===== src/rtl/serial_word_assembler.sv =====
// -----------------------------------------------------------------------------
// serial_word_assembler
//
// Collects one serial bit per enabled clock edge and packs WIDTH bits into a
// parallel word. Each completed word is held in an output register and offered
// through a valid/ready handshake. If a word completes while the held word is
// still unconsumed, the new word is dropped and a sticky overrun flag is set.
//
// Ports
//   clk         in   1      single clock, rising edge
//   rst         in   1      synchronous active-high reset
//   sin         in   1      serial data bit
//   sin_en      in   1      sin is valid on this edge
//   frame       in   1      word-alignment strobe, restarts assembly at bit 0
//   dout        out  WIDTH  last completed word
//   dout_valid  out  1      dout holds an unconsumed word
//   dout_ready  in   1      consumer accepts dout (only looked at while valid)
//   overrun     out  1      sticky: a completed word was dropped
//   ovr_clr     in   1      clears overrun (a new overrun on the same edge wins)
//   bit_cnt     out  CNT_W  bits collected in the current partial word
//
// Parameters
//   WIDTH      bits per word, 2..32
//   MSB_FIRST  1: first bit lands in dout[WIDTH-1]; 0: first bit lands in dout[0]
//   CNT_W      width of bit_cnt, 2**CNT_W must exceed WIDTH
//
// Holding FSM
//   state | meaning
//   EMPTY | no word held, dout_valid = 0 (dout may carry a stale word)
//   FULL  | dout holds an unconsumed word, dout_valid = 1
// -----------------------------------------------------------------------------
module serial_word_assembler #(
  parameter int WIDTH     = 8,
  parameter bit MSB_FIRST = 1'b1,
  parameter int CNT_W     = 6
) (
  input  logic             clk,
  input  logic             rst,
  input  logic             sin,
  input  logic             sin_en,
  input  logic             frame,
  output logic [WIDTH-1:0] dout,
  output logic             dout_valid,
  input  logic             dout_ready,
  output logic             overrun,
  input  logic             ovr_clr,
  output logic [CNT_W-1:0] bit_cnt
);

  typedef enum logic {
    EMPTY = 1'b0,
    FULL  = 1'b1
  } state_t;

  localparam logic [CNT_W-1:0] LAST_BIT = CNT_W'(WIDTH - 1);
  localparam logic [CNT_W-1:0] CNT_ONE  = CNT_W'(1);

  state_t state;

  // Only WIDTH-1 bits of history are ever needed: the WIDTH-th bit goes
  // straight into the word and the partial register is cleared on that edge.
  // MSB_FIRST=1 keeps the partial right-aligned (newest bit at [0]);
  // MSB_FIRST=0 keeps it left-aligned (newest bit at [WIDTH-2]).
  logic [WIDTH-2:0] sreg;

  logic [WIDTH-1:0] shifted;      // partial word with the current sin appended
  logic [WIDTH-2:0] shift_part;   // partial register after a normal shift
  logic [WIDTH-2:0] entry_part;   // partial register holding only sin (frame edge)
  logic             complete;     // this edge samples the last bit of a word
  logic             drop;         // completed word cannot be stored

  always_comb begin
    shifted    = '0;
    shift_part = '0;
    entry_part = '0;
    if (MSB_FIRST) begin
      shifted       = {sreg, sin};
      shift_part    = shifted[WIDTH-2:0];
      entry_part[0] = sin;
    end else begin
      shifted             = {sin, sreg};
      shift_part          = shifted[WIDTH-1:1];
      entry_part[WIDTH-2] = sin;
    end
  end

  // A frame edge always restarts assembly, so it can never complete a word.
  assign complete = sin_en && !frame && (bit_cnt == LAST_BIT);
  assign drop     = (state == FULL) && complete && !dout_ready;

  always_ff @(posedge clk) begin
    if (rst) begin
      sreg       <= '0;
      bit_cnt    <= '0;
      dout       <= '0;
      dout_valid <= 1'b0;
      overrun    <= 1'b0;
      state      <= EMPTY;
    end else begin
      // ---------------- assembly ----------------
      if (frame) begin
        if (sin_en) begin
          sreg    <= entry_part;
          bit_cnt <= CNT_ONE;
        end else begin
          sreg    <= '0;
          bit_cnt <= '0;
        end
      end else if (sin_en) begin
        if (complete) begin
          sreg    <= '0;
          bit_cnt <= '0;
        end else begin
          sreg    <= shift_part;
          bit_cnt <= bit_cnt + CNT_ONE;
        end
      end

      // ---------------- holding FSM ----------------
      case (state)
        EMPTY: begin
          if (complete) begin
            dout       <= shifted;
            dout_valid <= 1'b1;
            state      <= FULL;
          end
        end
        FULL: begin
          if (complete) begin
            // Consumer takes the old word on this edge, so the slot is free
            // for the new one; otherwise the new word is lost.
            if (dout_ready) begin
              dout <= shifted;
            end
          end else if (dout_ready) begin
            dout_valid <= 1'b0;
            state      <= EMPTY;
          end
        end
        default: begin
          dout_valid <= 1'b0;
          state      <= EMPTY;
        end
      endcase

      // ---------------- overrun ----------------
      if (drop) begin
        overrun <= 1'b1;
      end else if (ovr_clr) begin
        overrun <= 1'b0;
      end
    end
  end

endmodule


===== config.mk =====
export PLATFORM = sky130hd
export DESIGN_NAME = serial_word_assembler
export DESIGN_NICKNAME = d
export VERILOG_FILES = /design/src/rtl/serial_word_assembler.sv
export SDC_FILE = /design/constraint.sdc
export NUM_CORES = 1
export LEC_CHECK = 0
export ABC_CLOCK_PERIOD_IN_PS = 2900
export BUFFER_PORTS_ARGS = -buffer_cell sky130_fd_sc_hd__buf_2
export CAP_MARGIN = 20
export CORE_UTILIZATION = 50
export DETAILED_ROUTE_END_ITERATION = 10
export GPL_TIMING_DRIVEN = 0
export PLACE_DENSITY = 0.78
export SETUP_SLACK_MARGIN = 0.4
export SKIP_LAST_GASP = 1
export SLEW_MARGIN = 20
export SYNTH_ARGS = -nofsm -noshare
export SYNTH_HDL_FRONTEND = slang
export SYNTH_SLANG_ARGS = --single-unit

===== constraint.sdc =====
create_clock -name clk -period 2.9 [get_ports clk]
set_input_delay 0.145 -clock clk [delete_from_list [all_inputs] [get_ports clk]]
set_output_delay 0.145 -clock clk [all_outputs]
set_load 0.02 [all_outputs]

==> results of run 1 <==
==> state kept, by name, indices dropped and copies added, names as in the netlist <==
register    count
overrun         1
state           1
dout            8
sreg            7
bit_cnt         6
dout_valid      1
==> stage by stage <==
step	cell area [sq um]	hold WS, ps	std cells	util
after global placement	1200	397	164	0.610
after floorplan	1050	214	115	-
after detailed placement	1200	402	164	0.610
after CTS	1230	57.7	168	0.629
after global routing	1240	51.8	168	0.631
final	1240	63.4	168	0.631
==> kinds of logic (layout without fill, tap and decap cells) <==
family                     after synthesis  count (layout)  synth area share
AOI/OAI and AO/OA                       32              32             0.194
xor gates and xnor gates                 2               2            0.0166
adders and majority gates                4               4            0.0475
buffers and inverters                    9              35            0.0451
DFF                                     24              24             0.456
muxes                                    1               1           0.00950
and+or+nand+nor                         43              43             0.232
==> how the worst min path moves through the flow <==
stage | from | endpoint | slack [ps] | depth (start not counted)
global placement | rst | dout[4]$_SDFFE_PP0P_ | 400 | 2
CTS | rst | overrun$_SDFFE_PP0P_ | 60 | 2
detailed placement | rst | dout[4]$_SDFFE_PP0P_ | 400 | 2
global route | rst | dout[4]$_SDFFE_PP0P_ | 50 | 2
finish | rst | bit_cnt[0]$_SDFFE_PP0P_ | 60 | 2
floorplan | rst | dout[4]$_SDFFE_PP0P_ | 210 | 1
==> critical path: stages (launching register included) <==
cell	delay [ps]
dfxtp_1	370
or3_4	390
or4b_4	530
ha_1	220
or2_2	290
clkbuf_1	170
o21ai_0	190
a21oi_1	100
==> routing by layer <==
metal	share of wire	routed length, um
met1	0.47	1040
met2	0.49	1070
met3	0.030	66
met4	0.011	25
met5	0	0
==> power groups by stage <==
stage / Clock (mW) / Sequential [mW] / Combinational (mW)
final: 0.173 / 0.335 / 0.0312
after global routing: 0.191 / 0.336 / 0.0345
after CTS: 0.176 / 0.335 / 0.0313
after detailed placement: 0 / 0.342 / 0.0310
after global placement: 0 / 0.342 / 0.0295
after floorplan: 0 / 0.344 / 0.0162
==> layout make-up <==
type	instances	area, sq um	area share
well taps	27	33.8	0.0273
clock buffers	4	36.3	0.0293
flip-flops and latches	24	482	0.389
multi-input cells	82	528	0.427
plain buffers	7	40.0	0.0324
inverters	2	7.51	0.00607
repair buffers	22	110	0.0890
==> cell usage in the layout, fill, tap and decap left out, drive strengths merged <==
cell type  netlist  layout
inv              2       2
buf              5      27
nand3            8       8
or3              2       2
nor3             1       1
o21ai           10      10
nand2            7       7
nand4            2       2
or4b             1       1
nor3b            6       6
xor2             2       2
o311ai           1       1
dfxtp           24      24
nor2b            2       2
or2              3       3
a31oi            1       1
a22oi            1       1
a21oi           12      12
mux2i            1       1
and3             1       1
nor2             7       7
ha               4       4
clkbuf           2       6
a41o             6       6
nand2b           3       3
a21o             1       1
==> what timing repair did <==
action                                  4_1_cts  5_1_grt
resized for setup                             0        2
endpoints found under the setup margin        0        8
buffers inserted                              0        0
==> out/metrics.yaml, run 1 <==
setup_path:
  crit_arrival_ps: 2570
  crit_path_end: "dout[2]$_SDFFE_PP0P_"
  crit_path_max_fanout: 8
  end_kind: "flop"
  worst-r2r-cell-count: 7
  r2r_slack_ps: 540
  reg2reg_to: "dout[2]$_SDFFE_PP0P_"
  cp-startpoint: "bit_cnt[3]$_SDFFE_PP0P_"
  cp.required_ps: 3110
  path_class: "reg -> reg"
  r2r-start: "bit_cnt[3]$_SDFFE_PP0P_"
  worst_setup_path_start_kind: "flop"
routing:
  ant_nets: 0
  drc: 0
  via_per_inst: 5.55
  avgRoutedWirePerCell_um: 13.1
  first_iter_violations: 21
  dr.pass1.iters: 4
  wirelength_um: 2210
  vias: 932
global_route:
  gr-usage-all-layers: 0.216
  grt_pass1_vias: 793
  met1_usage: 0.283
  grt_use_met3: 0.0340
  met2_usage: 0.362
  busiest_layer: "met2"
  grt_pass1_wl_um: 3510
  overflow: 0
  antenna_found_initial: 0
  grt_max_degree: 14
clock_network:
  clk_pin_slew_worst_paths_ps: 120
  ctsLongestPathBuffers: 2
  cts_tree: "done"
  clock_sinks: 24
  root_buffer: "clkbuf_4"
  htree_levels: 1
  cts_inserted_buffers: 3
  cts_hold_buffers: 0
  clkLatencyLatePin_ps: 310
floorplan:
  rows: 16
  start_util: 0.537
  die_h_um: 47.9
  dieWidth_um: 47.9
  dieArea_sq_um: 2290
  core_sq_um: 1960
  num_io_pins: 23
pwr:
  switching_share: 0.221
  p_leak_nw: 0.552
  internal-power_mw: 0.420
  power_mw: 0.539
  ir_drop_v: 0.000204
  switchingPower_mw: 0.119
  clkPwrFrac: 0.321
  pwr_density_cell_nw_per_um2: 436
  pwr-share-comb: 0.058
  seqPwrFrac: 0.622
timing:
  clock_skew_ps: 0.845
  setup_ws_ps: 537
  hold_viol: 0
  fmax_mhz: 423
  rsz0062_at_grt: "no"
  slew_headroom: 0.689
  fin_crit_ps: 2360
  tns_ps: 0
  finalSetupViolations: 0
  worst_pin_slew_ps: 466
  fin_crit_sh: 0.815
  drv_slew: 0
cells_and_area:
  nFillCells: 192
  antenna_cells: 0
  drive_gt1_frac: 0.270
  layout.nets: 153
  syn_to_final_growth_pct: 17.5
place:
  dpl.hpwl_um: 1630
  io_buffers: 22
  dp_slack_ps: 561
  gp_routability_congestion: 0.754
hold_path:
  hold_path_class: "in -> reg"
synthesis:
  synth_cells: 115
  synthFlopType: "dfxtp_1"
  synth_edf_count: 0
  synth_commonest_cells: "24 x dfxtp_1, 11 x a21oi_1, 10 x o21ai_0, 8 x nand3_1"
  mappedNetlistNets: 126
  synth_cell_types: 32
  yosysTopAreaCellShare: 0.456
  syn_area_sq_um: 1050
  synth-seq-cells: 24
  synth_area_leaders: "dfxtp_1 46%, a41o_1 5.7%, a21oi_1 5.2%"
  async_flop_share: 0
  syn_area_per_cell_sq_um: 9.16
  ys_seq_area_frac: 0.456
  yosysTopAreaCell: "dfxtp_1"
  synth.most_common_cell: "dfxtp_1"
  yosys_warnings: 0
status:
  status: "finished, final reports clean"
run:
  maxCapViolations: 0
Power figures use the tool's default switching activity.
==> inputs of run 2 (changes only) <==
--- a/config.mk
+++ b/config.mk
@@ -5,13 +5,13 @@
 export SDC_FILE = /design/constraint.sdc
 export NUM_CORES = 1
 export LEC_CHECK = 0
-export ABC_CLOCK_PERIOD_IN_PS = 2900
+export ABC_CLOCK_PERIOD_IN_PS = 2100
 export BUFFER_PORTS_ARGS = -buffer_cell sky130_fd_sc_hd__buf_2
 export CAP_MARGIN = 20
-export CORE_UTILIZATION = 50
+export CORE_UTILIZATION = 47
 export DETAILED_ROUTE_END_ITERATION = 10
 export GPL_TIMING_DRIVEN = 0
-export PLACE_DENSITY = 0.78
+export PLACE_DENSITY = 0.77
 export SETUP_SLACK_MARGIN = 0.4
 export SKIP_LAST_GASP = 1
 export SLEW_MARGIN = 20
==> constraint.sdc (replaced) <==
create_clock -name clk -period 2.1 [get_ports clk]
set_input_delay 0.105 -clock clk [delete_from_list [all_inputs] [get_ports clk]]
set_output_delay 0.105 -clock clk [all_outputs]
set_load 0.02 [all_outputs]
==> run 2 against run 1 <==
The flow now finishes with violations (negative setup slack). Critical path type unchanged. Largest cell class unchanged. Wire length rose by 7.4%. Power increased by 30%. Count of clock-buffer cells in the layout fell by 1. Critical endpoint is now dout[1]$_SDFFE_PP0P_.
==> out/metrics.yaml, run 2 (synthesis gave the netlist of run 1 again) <==
pwr:
  power_mw: 0.700  # +30%
  pwr_density_cell_nw_per_um2: 501  # +15%
  p_leak_nw: 0.606  # +9.8%
  ir_drop_v: 0.000308  # +51%
clock_network:
  cts_inserted_buffers: 3  # unchanged
  clkLatencyLatePin_ps: 310  # about the same
  ctsLongestPathBuffers: 2  # unchanged
  root_buffer: "clkbuf_4"
  cts_tree: "done"
  clock_sinks: 24  # unchanged
  htree_levels: 1  # unchanged
  clk_pin_slew_worst_paths_ps: 120  # about the same
timing:
  fin_crit_sh: 1.06  # +0.243
  finalSetupViolations: 8  # +8
  fmax_mhz: 450  # +6.4%
  hold_viol: 0  # unchanged
  worst_pin_slew_ps: 965  # +499 ps
  rsz0062_at_grt: "yes"
  slew_headroom: 0.355  # -0.334
  setup_ws_ps: -122  # -658 ps
  drv_slew: 0  # unchanged
  fin_crit_ps: 2220  # -142 ps
  clock_skew_ps: 7.80  # +6.95 ps
cells_and_area:
  final_common_cell: "buf_2"
  top_regs: "dout x8, sreg x7, bit_cnt x6"
  drive_gt1_frac: 0.429  # +0.159
  largest_register_ffs: 8  # unchanged
  antenna_cells: 0  # unchanged
  layout_common_cells: "24 x buf_2, 20 x dfxtp_1, 9 x a21oi_1, 8 x nand3_1"
  layout.nets: 160  # +4.6%
  regMostFlops: "dout"
  fin_area_sq_um: 1400  # +13%
  syn_to_final_growth_pct: 32.4
  nFillCells: 169  # -12%
global_route:
  overflow: 0  # unchanged
  grt_max_degree: 13  # -1
  antenna_found_initial: 0  # unchanged
  grt_pass1_wl_um: 4300  # +23%
  gr-usage-all-layers: 0.227  # +0.0114
  grt_pass1_vias: 973  # +23%
place:
  io_buffers: 22  # unchanged
  dpl.hpwl_um: 1660  # +2.2%
  gp_routability_congestion: 0.763  # +1.2%
  placed_area_sq_um: 1230  # +3.1%
run:
  maxCapViolations: 0  # unchanged
routing:
  via_per_inst: 5.55  # about the same
  wirelength_um: 2370  # +7.4%
  first_iter_violations: 16  # -24%
  drc: 0  # unchanged
  ant_nets: 0  # unchanged
  dr.pass1.iters: 4  # unchanged
  avgRoutedWirePerCell_um: 13.6  # +3.7%
  vias: 965  # +3.5%
floorplan:
  rows: 16  # unchanged
  core_sq_um: 2040  # +4.1%
  dieArea_sq_um: 2430  # +6.1%
  die_h_um: 49.3  # +3.0%
  start_util: 0.516  # -0.0211
  num_io_pins: 23  # unchanged
  dieWidth_um: 49.3  # +3.0%
status:
  violations: "negative setup slack"
  status: "complete, but fails checks"
hold_path:
  hold_path_class: "in -> reg"
setup_path:
  cp.required_ps: 2310  # -800 ps
  crit_arrival_ps: 2430  # -140 ps
  crit_path_max_fanout: 8  # unchanged
  end_kind: "flop"
  worst_setup_path_start_kind: "flop"
  path_class: "reg -> reg"
run 2: through the flow:
step	hold WS, ps	setup TNS (ps)	util	worst slack (ps)	std cells
detailed placement	350	-1390	0.605	-187	164
finish	20.4	-878	0.683	-122	174
global placement	354	-1210	0.605	-158	164
floorplan	167	-594	-	-74.3	115
CTS	12.5	-454	0.661	-64.0	172
global route	18.2	-1130	0.683	-157	174
run 2: report_power, final:
group | switching [mW] | internal (mW) | leakage [nW]
clock network | 0.129 | 0.0670 | 0.0138
logic | 0.0281 | 0.0157 | 0.396
registers | 0.00380 | 0.456 | 0.196
run 2: final timing paths:
| kind | start | endpoint | slack [ps] | cells after the start |
|---|---|---|---|---|
| worst min register to register | dout[6]$_SDFFE_PP0P_ | dout[6]$_SDFFE_PP0P_ | 470 | 2 |
| worst max register to register | bit_cnt[3]$_SDFFE_PP0P_ | dout[1]$_SDFFE_PP0P_ | -120 | 7 |
| worst max-delay path | bit_cnt[3]$_SDFFE_PP0P_ | dout[1]$_SDFFE_PP0P_ | -120 | 7 |
| worst min-delay path | rst | overrun$_SDFFE_PP0P_ | 20 | 2 |
run 2: layer usage:
metal | up-vias | track usage | wire length, um
met4 | 0 | 0.0882 | 29
li1 | 483 | - | -
met2 | 16 | 0.416 | 1230
met5 | - | 0 | 0
met1 | 462 | 0.267 | 1050
met3 | 4 | 0.0218 | 57
run 2: layout make-up:
type / count / area (sq um) / share of cell area
Timing Repair Buffer: 29 / 166 / 0.119
Clock buffer: 3 / 22.5 / 0.0161
Buffer: 7 / 61.3 / 0.0439
Multi-Input combinational cell: 82 / 613 / 0.439
Sequential cell: 24 / 490 / 0.352
Inverter: 2 / 7.51 / 0.00538
Tap cell: 27 / 33.8 / 0.0242
run 2: worst max-delay path, cell delays in order (launching register included):
cell and delay (ps):
dfxtp_4 360, or3_4 380, or4b_4 580, ha_4 190
or2_4 250, clkbuf_16 170, o21ai_2 110, a21oi_1 70
run 2: what timing repair did:
item,4_1_cts,5_1_grt
resized for setup,12,7
gates cloned,0,0
setup buffers,5,2
hold buffers,0,0
pin swaps,7,10
endpoints found under the setup margin,10,11
==> inputs of run 3 (changes only) <==
--- a/config.mk
+++ b/config.mk
@@ -10,9 +10,10 @@
 export CAP_MARGIN = 20
 export CORE_UTILIZATION = 47
 export DETAILED_ROUTE_END_ITERATION = 10
-export GPL_TIMING_DRIVEN = 0
+export GPL_TIMING_DRIVEN = 1
 export PLACE_DENSITY = 0.77
 export SETUP_SLACK_MARGIN = 0.4
+export SKIP_CTS_REPAIR_TIMING = 1
 export SKIP_LAST_GASP = 1
 export SLEW_MARGIN = 20
 export SYNTH_ARGS = -nofsm -noshare
==> run 3 against run 2 <==
Non-clock buffer count decreased by 10. Power increased by 18%. Via count decreased by 7.2%. Flip-flop and latch count unchanged. Sequential share of layout area increased by 2.8 points. Sequential power about the same. Die area unchanged. The run now ends clean. Count of clock-buffer cells in the layout unchanged.
==> out/metrics.yaml, run 3 (synthesis gave the netlist of run 1 again) <==
routing:
  first_iter_violations: 9  # -7
  vias: 896  # -7.2%
  ant_nets: 0  # unchanged
  drc: 0  # unchanged
  avgRoutedWirePerCell_um: 12.6  # -7.3%
  dr.pass1.iters: 4  # unchanged
  wirelength_um: 2080  # -12%
  via_per_inst: 5.43  # -2.1%
pwr:
  power_mw: 0.829  # +18%
  p_leak_nw: 0.568  # -6.3%
  pwr_density_cell_nw_per_um2: 641  # +28%
  ir_drop_v: 0.000355  # +15%
timing:
  worst_pin_slew_ps: 563  # -402 ps
  drv_slew: 0  # unchanged
  finalSetupViolations: 0  # -8
  slew_headroom: 0.624  # +0.269
  fmax_mhz: 480  # +6.6%
  clock_skew_ps: 0.984  # -6.81 ps
  hold_viol: 0  # unchanged
  fin_crit_sh: 0.993  # -0.0651
  hold_slack_ps: 43.3  # +22.9 ps
  rsz0062_at_grt: "yes"
  fin_crit_ps: 2080  # -137 ps
setup_path:
  end_kind: "flop"
  r2r_slack_ps: 20  # +140 ps
  crit_path_max_fanout: 8  # unchanged
  reg2reg_to: "dout[3]$_SDFFE_PP0P_"
  r2r-start: "bit_cnt[3]$_SDFFE_PP0P_"
  crit_arrival_ps: 2290  # -140 ps
  worst-r2r-cell-count: 6  # -1
  path_class: "reg -> reg"
  cp.required_ps: 2310  # about the same
  worst_setup_path_start_kind: "flop"
cells_and_area:
  nFillCells: 202  # +20%
  final_common_cell: "buf_2"
  top_regs: "dout x8, sreg x7, bit_cnt x6"
  instances_no_fill: 165  # -5.2%
  layout_common_cells: "22 x buf_2, 20 x dfxtp_1, 11 x a21oi_1, 8 x nand3_1, 7 x nor2_1"
  largest_register_ffs: 8  # unchanged
  fin_util: 0.633  # -0.0502
  antenna_cells: 0  # unchanged
  regMostFlops: "dout"
  drive_gt1_frac: 0.333  # -0.0952
  syn_to_final_growth_pct: 22.7
  layout.nets: 150  # -6.3%
  fin_area_sq_um: 1290  # -7.4%
hold_path:
  hp-start: "ovr_clr"
  min_to: "overrun$_SDFFE_PP0P_"
  hold_path_class: "in -> reg"
  min_path_cells: 3  # +1
global_route:
  gr-usage-all-layers: 0.192  # -0.0352
  grt_pass1_vias: 848  # -13%
  grt_max_degree: 20  # +7
  overflow: 0  # unchanged
  grt_pass1_wl_um: 3660  # -15%
  antenna_found_initial: 0  # unchanged
floorplan:
  die_h_um: 49.3  # unchanged
  start_util: 0.516  # unchanged
  dieArea_sq_um: 2430  # unchanged
  core_sq_um: 2040  # unchanged
  dieWidth_um: 49.3  # unchanged
  num_io_pins: 23  # unchanged
  rows: 16  # unchanged
clock_network:
  ctsLongestPathBuffers: 2  # unchanged
  htree_levels: 1  # unchanged
  clkLatencyLatePin_ps: 310  # about the same
  clock_sinks: 24  # unchanged
  root_buffer: "clkbuf_4"
  cts_tree: "done"
  clk_pin_slew_worst_paths_ps: 130  # about the same
  cts_inserted_buffers: 3  # unchanged
place:
  placedCellCount: 161  # -1.8%
  placed_area_sq_um: 1210  # -1.6%
  io_buffers: 22  # unchanged
  gp_routability_congestion: 0.778  # +2.1%
  dpl.hpwl_um: 1540  # -7.6%
run:
  maxCapViolations: 0  # unchanged
status:
  status: "finished, final reports clean"
## run 3: cell types whose count changed in the layout (fill, tap and decap cells not counted), sizes merged
| cell | previous run | this run |
|---|---|---|
| clkbuf | 5 | 3 |
| bufinv | 0 | 1 |
| buf | 34 | 26 |
## run 3: per-layer routing
metal	vias up	GRT usage	routed length, um
li1	464	-	-
met1	416	0.243	971
met5	-	0	0
met3	2	0.0374	63
met2	14	0.317	1030
met4	0	0.0735	12
## run 3: how the worst max path moves through the flow
stage          depth (start not counted)               startpoint              endpoint  slack [ps]
2_1_floorplan                          7  bit_cnt[3]$_SDFFE_PP0P_  dout[0]$_SDFFE_PP0P_         -70
3_3_place_gp                           6  bit_cnt[3]$_SDFFE_PP0P_  dout[7]$_SDFFE_PP0P_          30
3_5_place_dp                           6  bit_cnt[3]$_SDFFE_PP0P_  dout[3]$_SDFFE_PP0P_         -20
4_1_cts                                6  bit_cnt[3]$_SDFFE_PP0P_  dout[3]$_SDFFE_PP0P_         -30
5_1_grt                                6  bit_cnt[3]$_SDFFE_PP0P_  dout[1]$_SDFFE_PP0P_         -40
6_report                               6  bit_cnt[3]$_SDFFE_PP0P_  dout[3]$_SDFFE_PP0P_          20
## run 3: power breakdown
| part | switching, mW | leakage, nW | internal (mW) | total (mW) |
|---|---|---|---|---|
| clock | 0.137 | 0.0279 | 0.193 | 0.330 |
| sequential | 0.00367 | 0.196 | 0.457 | 0.460 |
| combinational | 0.0249 | 0.344 | 0.0135 | 0.0384 |
## run 3: final cells by class
| cell class | count | area [sq um] | area share |
|---|---|---|---|
| Inverter | 2 | 7.51 | 0.00581 |
| Timing Repair Buffer | 26 | 140 | 0.108 |
| Multi-Input combinational cell | 82 | 568 | 0.439 |
| Clock inverter | 1 | 30.0 | 0.0232 |
| Tap cell | 27 | 33.8 | 0.0261 |
| Clock buffer | 3 | 22.5 | 0.0174 |
| Sequential cell | 24 | 490 | 0.379 |
## run 3: worst max-delay path, cell delays in order (launching register included)
cell and delay (ps):
dfxtp_4 370, or3_4 380, or4b_4 550, ha_4 190
or2_4 280, o21ai_1 130, a21oi_1 80
## run 3: through the flow
step / TNS, ps / setup slack [ps]
final: 0 / 15.1
after CTS: -156 / -32.5
after global routing: -168 / -36.0
after global placement: 0 / 30.4
after detailed placement: -22.9 / -16.6
after floorplan: -594 / -74.3
